===== config.mk =====
export PLATFORM = sky130hd
export DESIGN_NAME = lfsr_rr_word_server
export DESIGN_NICKNAME = d
export VERILOG_FILES = /design/src/rtl/lfsr_rr_word_server_pkg.sv /design/src/rtl/lfsr_rr_word_server_arb.sv /design/src/rtl/lfsr_rr_word_server_lfsr.sv /design/src/rtl/lfsr_rr_word_server.sv
export SDC_FILE = /design/constraint.sdc
export NUM_CORES = 1
export LEC_CHECK = 0
export CORE_MARGIN = 2
export CORE_UTILIZATION = 45
export DETAILED_ROUTE_END_ITERATION = 10
export PLACE_DENSITY = 0.76
export REMOVE_ABC_BUFFERS = 1
export SKIP_CTS_REPAIR_TIMING = 1
export SLEW_MARGIN = 20
export SYNTH_ARGS = -nofsm -noshare
export SYNTH_HDL_FRONTEND = slang
export SYNTH_SLANG_ARGS = --single-unit

===== constraint.sdc =====
create_clock -name clock -period 7.9 [get_ports clock]
set_input_delay 1.58 -clock clock [delete_from_list [all_inputs] [get_ports clock]]
set_output_delay 1.58 -clock clock [all_outputs]
set_load 0.005 [all_outputs]

===== src/rtl/lfsr_rr_word_server_pkg.sv =====
// Shared definitions for the LFSR word server and future LFSR consumers:
// controller states, default seed, feedback taps and a width helper.
package lfsr_rr_word_server_pkg;

  typedef enum logic [1:0] {
    ST_LOAD,
    ST_IDLE,
    ST_SHIFT,
    ST_RESP
  } srv_state_t;

  localparam logic [31:0] LFSR_DEFAULT_SEED = 32'h150F_2464;

  // x^32 + x^22 + x^2 + x + 1 expressed as a mask over the shift register bits
  localparam logic [31:0] LFSR_TAPS_32 = 32'h8020_0003;

  function automatic int unsigned ceil_log2(input int unsigned value);
    int unsigned bits;
    bits = 0;
    for (int unsigned p = 1; p < value; p = p << 1) begin
      bits++;
    end
    return bits;
  endfunction

endpackage


===== src/rtl/lfsr_rr_word_server_arb.sv =====
// Combinational round-robin arbiter: grants the first set request at or
// after the pointer. The pointer register is owned by the parent.
module rr_arbiter #(
  parameter int unsigned N    = 4,
  parameter int unsigned ID_W = 2
) (
  input  logic [N-1:0]    req,
  input  logic [ID_W-1:0] ptr,
  output logic [N-1:0]    grant,
  output logic [ID_W-1:0] grant_idx
);

  logic [ID_W-1:0] pos;
  logic            found;

  always_comb begin
    grant     = '0;
    grant_idx = '0;
    found     = 1'b0;
    pos       = '0;
    for (int unsigned k = 0; k < N; k++) begin
      pos = ID_W'((32'(ptr) + k) % N);
      if (!found && req[pos]) begin
        found      = 1'b1;
        grant[pos] = 1'b1;
        grant_idx  = pos;
      end
    end
  end

endmodule


===== src/rtl/lfsr_rr_word_server_lfsr.sv =====
// Serial Fibonacci LFSR: shifts every clock, parallel seed load, MSB is the
// serial output.
module linear_feedback_shift_register
  import lfsr_rr_word_server_pkg::*;
#(
  parameter int unsigned       WIDTH = 32,
  parameter logic [WIDTH-1:0]  TAPS  = WIDTH'(LFSR_TAPS_32)
) (
  output logic             q,
  input  logic             clock,
  input  logic             rst,
  input  logic [WIDTH-1:0] seed,
  input  logic             load
);

  logic [WIDTH-1:0] sr;

  // All-ones keeps the register out of the all-zero lock state until a seed arrives
  always_ff @(posedge clock) begin
    if (rst) begin
      sr <= '1;
    end else if (load) begin
      sr <= seed;
    end else begin
      sr <= {sr[WIDTH-2:0], ^(sr & TAPS)};
    end
  end

  assign q = sr[WIDTH-1];

endmodule


===== src/rtl/lfsr_rr_word_server.sv =====
// Shares one serial LFSR between NUM_REQ requesters: round-robin grant,
// WORD_W-bit word collection (first bit in MSB), and reseeding via the load port.
module lfsr_rr_word_server
  import lfsr_rr_word_server_pkg::*;
#(
  parameter int unsigned        NUM_REQ      = 4,
  parameter int unsigned        WORD_W       = 32,
  parameter int unsigned        SEED_W       = 32,
  parameter logic [SEED_W-1:0]  DEFAULT_SEED = SEED_W'(LFSR_DEFAULT_SEED),
  parameter logic [SEED_W-1:0]  LFSR_TAPS    = SEED_W'(LFSR_TAPS_32),
  localparam int unsigned       ID_W         = ceil_log2(NUM_REQ)
) (
  input  logic               clock,
  input  logic               rst,
  input  logic [NUM_REQ-1:0] req,
  input  logic               cfg_seed_valid,
  input  logic [SEED_W-1:0]  cfg_seed,
  output logic               cfg_seed_ready,
  output logic               rsp_valid,
  input  logic               rsp_ready,
  output logic [WORD_W-1:0]  rsp_word,
  output logic [ID_W-1:0]    rsp_id,
  output logic               busy,
  output logic               seed_zero_err
);

  localparam int unsigned CNT_W = ceil_log2(WORD_W);

  srv_state_t          state;
  logic [SEED_W-1:0]   seed_q;
  logic [ID_W-1:0]     ptr;
  logic [CNT_W-1:0]    cnt;
  logic                lfsr_q;
  logic                lfsr_load;
  logic [NUM_REQ-1:0]  gnt;
  logic [ID_W-1:0]     gnt_idx;

  assign lfsr_load = (state == ST_LOAD);

  linear_feedback_shift_register #(
    .WIDTH (SEED_W),
    .TAPS  (LFSR_TAPS)
  ) u_lfsr (
    .q     (lfsr_q),
    .clock (clock),
    .rst   (rst),
    .seed  (seed_q),
    .load  (lfsr_load)
  );

  rr_arbiter #(
    .N    (NUM_REQ),
    .ID_W (ID_W)
  ) u_arb (
    .req       (req),
    .ptr       (ptr),
    .grant     (gnt),
    .grant_idx (gnt_idx)
  );

  always_ff @(posedge clock) begin
    if (rst) begin
      state          <= ST_LOAD;
      seed_q         <= DEFAULT_SEED;
      ptr            <= '0;
      cnt            <= '0;
      rsp_word       <= '0;
      rsp_id         <= '0;
      rsp_valid      <= 1'b0;
      busy           <= 1'b1;
      cfg_seed_ready <= 1'b0;
      seed_zero_err  <= 1'b0;
    end else begin
      seed_zero_err <= 1'b0;
      case (state)
        ST_LOAD: begin
          state          <= ST_IDLE;
          cfg_seed_ready <= 1'b1;
          busy           <= 1'b0;
        end
        ST_IDLE: begin
          // Reseed wins over a pending request; the request is served after LOAD
          if (cfg_seed_valid) begin
            state          <= ST_LOAD;
            cfg_seed_ready <= 1'b0;
            busy           <= 1'b1;
            if (cfg_seed == '0) begin
              seed_q        <= DEFAULT_SEED;
              seed_zero_err <= 1'b1;
            end else begin
              seed_q <= cfg_seed;
            end
          end else if (|gnt) begin
            state          <= ST_SHIFT;
            cfg_seed_ready <= 1'b0;
            busy           <= 1'b1;
            rsp_id         <= gnt_idx;
            cnt            <= '0;
            ptr            <= (gnt_idx == ID_W'(NUM_REQ - 1)) ? '0 : gnt_idx + 1'b1;
          end
        end
        ST_SHIFT: begin
          rsp_word <= {rsp_word[WORD_W-2:0], lfsr_q};
          cnt      <= cnt + 1'b1;
          if (cnt == CNT_W'(WORD_W - 1)) begin
            state     <= ST_RESP;
            rsp_valid <= 1'b1;
          end
        end
        ST_RESP: begin
          if (rsp_ready) begin
            state          <= ST_IDLE;
            rsp_valid      <= 1'b0;
            cfg_seed_ready <= 1'b1;
            busy           <= 1'b0;
          end
        end
        default: begin
          state <= ST_LOAD;
          busy  <= 1'b1;
        end
      endcase
    end
  end

endmodule


==> flow_metrics.tcl <==
set metrics [dict create \
    cap_viol_max_count 0 \
    fin_worst_skew_ps 13.1 \
    intPower_uw 833 \
    clock_latency_ps 370 \
    p_switching_uw 331 \
    antenna_found_initial 0 \
    clock-sinks 111 \
    slew_headroom 0.324 \
    syn_to_final_growth_pct 22.8 \
    power_density_mw_per_mm2 209 \
    synth-seq-cells 111 \
    async_reset_ff_frac 0 \
    finalSetupViolCount 0 \
    grt_pass1_vias 3511 \
    worst_ep_required_time_ps 8190 \
    synthDistinctLibCells 43 \
    drtIter0Drc 146 \
    port_buffers 77 \
    core_region_area_mm2 0.00977 \
    dr_wl_met3_um 286 \
    worst_pin_slew_ps 1010 \
    nets 600 \
    met2_length_um 4500 \
    reg2reg_depth 8 \
    yosysWarnings 0 \
    drt-total-wl_um 9390 \
    cp-start-kind "primary input" \
    crit_fanout 12 \
    status "complete, no violations" \
    rrSetupSlack_ps 4440 \
    synth-main-ff-cell "dfxtp_1" \
    synth_top_cells_by_area "dfxtp_1 (49%), mux2i_1 (15%), nand2_1 (6.9%)" \
    routedLengthMet1_um 4390 \
    critPathKind "in2reg" \
    hp-start "u_lfsr.sr[14]" \
    grt_util_all_layers 0.174 \
    grt_start_max_net_pins 68 \
    synth_top_area_frac 0.489 \
    ys_seq_area_frac 0.489 \
    multiInputGateArea_mm2 0.00218 \
    dr.pass1.iters 5 \
    htreeDepth 3 \
    tns_ps 0 \
    layout_setup_ws_ps 3930 \
    cts_tree "done" \
    grt_pass1_wl_um 15800 \
    register_area_mm2 0.00222 \
    holdPathEnd "u_lfsr.sr[15]" \
    synth_edf_count 0 \
    start_util 0.465 \
    numCtsBuffers 9 \
    hold_violations 0 \
    post_route_cells_drive_above_1_share 0.0526 \
    top_layer_used "met4" \
    rsz0062_at_grt "false" \
    crit_start "req[2]" \
    vias 3586 \
    cts_buffer_depth 2 \
    die_area_mm2 0.0109 \
    syn-cell-area_mm2 0.00455 \
    clkPwrFrac 0.277 \
    reg2reg_to "cnt[3]" \
    seq_power_share 0.534 \
    pwr-share-comb 0.188 \
    clk_pin_slew_ps 110 \
    drc 0 \
    vias_per_cell 5.24 \
    swShare 0.285 \
    hold_depth 2 \
    leakage_uw 0.00209 \
    place.gp.congestion 0.857 \
    layout_min_cycle_time_ps 3970 \
    slew_violations 0 \
    fp.dieH_um 105 \
    syn_avg_cell_area_um2 9.34 \
    rows 36 \
    syn_inst 487 \
    end_kind "flop" \
    n_antenna_cell 0 \
    min_path_type "reg2reg" \
    pin_count 78 \
    cts-root-buf "clkbuf_8" \
    fmax_mhz 252 \
    routedWlPerCell_um 13.7 \
    worst_ep_arrival_time_ps 4260 \
    dp_hpwl_um 6160 \
    finalCritPeriodShare 0.502 \
    ir_drop_uv 89.4 \
    nFillCells 897 \
    die_x_um 105 \
    postRouteAntennaNets 0 \
    synth_area_leader_cell "dfxtp_1" \
    grt_overflow 0 \
    final_cell_mix "dfxtp_1 (111), nand2_1 (83), clkdlybuf4s50_1 (76)" \
    mostFrequentLayoutCell "dfxtp_1" \
    dp_slack_ps 3600 \
]
==> synthesized netlist by cell type (3+ instances only) <==
library cell and n:
nor2b_1 6, a21oi_1 24, o32ai_1 3, o21ai_0 12, o211ai_1 3, inv_1 8
mux4_2 4, nand2b_1 6, a31oi_1 5, xnor2_1 4, ha_1 14, nor2_1 49
nand3b_1 4, mux2i_1 66, a211oi_1 3, nor4_1 10, buf_1 9, dfxtp_1 111
nand2_1 83, nor3_1 15, nand3_1 3, clkbuf_1 21
==> worst max path at each step <==
stage	endpoint	slack [ps]	cells after the start
floorplan	cnt[3]	4370	6
global placement	cnt[3]	3680	7
detailed placement	cnt[3]	3600	7
CTS	cnt[3]	3980	7
global route	cnt[3]	3750	7
finish	cnt[3]	3930	7
==> through the flow <==
step	utilization	hold WS [ps]	power, µW	cell area [µm²]	std cells
2_1_floorplan	-	418	781	4420	455
3_3_place_gp	0.550	424	846	5380	668
3_5_place_dp	0.550	430	853	5380	668
4_1_cts	0.570	456	1170	5570	684
5_1_grt	0.571	471	1220	5580	684
6_report	0.571	450	1160	5580	684
==> flip-flops by register name, indices dropped and copies added, names as in the netlist, 2 cells and up, named ones only <==
name	cells
rsp_word	32
rsp_id	2
u_lfsr.sr	32
state	2
cnt	5
seed_q	32
==> metal layers <==
layer / up-vias / global-route usage
li1: 1787 / -
met1: 1711 / 0.217
met2: 70 / 0.292
met3: 18 / 0.0238
met4: 0 / 0.0898
met5: - / 0
==> critical path, stage by stage <==
cell and delay [ps]:
clkdlybuf4s50_1 530, mux4_2 500, nand2b_1 180, a211o_1 340, a21boi_2 460, or4b_1 480
a31oi_1 170
==> cells by family (layout without fill, tap and decap cells) <==
kind of cell | after synthesis | after routing | synth area share
and+or+nand+nor | 184 | 184 | 0.178
DFF | 111 | 111 | 0.489
muxes | 70 | 70 | 0.165
AOI/OAI and AO/OA | 63 | 63 | 0.0859
buffers and inverters | 41 | 105 | 0.0358
adders and majority gates | 14 | 14 | 0.0385
xor gates and xnor gates | 4 | 4 | 0.00770
==> layout make-up <==
class,instances,share of cell area
inverter,9,0.00605
sequential,111,0.398
clock buffer,10,0.0247
clock inverter,6,0.00986
timing repair buffer,80,0.141
tap,133,0.0298
multi-input combinational,335,0.390
==> power groups by stage <==
stage / logic (µW) / clock network, µW / registers, µW
2_1_floorplan: 152 / 0 / 629
3_3_place_gp: 213 / 0 / 633
3_5_place_dp: 218 / 0 / 635
4_1_cts: 220 / 331 / 622
5_1_grt: 242 / 351 / 627
6_report: 219 / 323 / 622
Power figures use the tool's default switching activity.
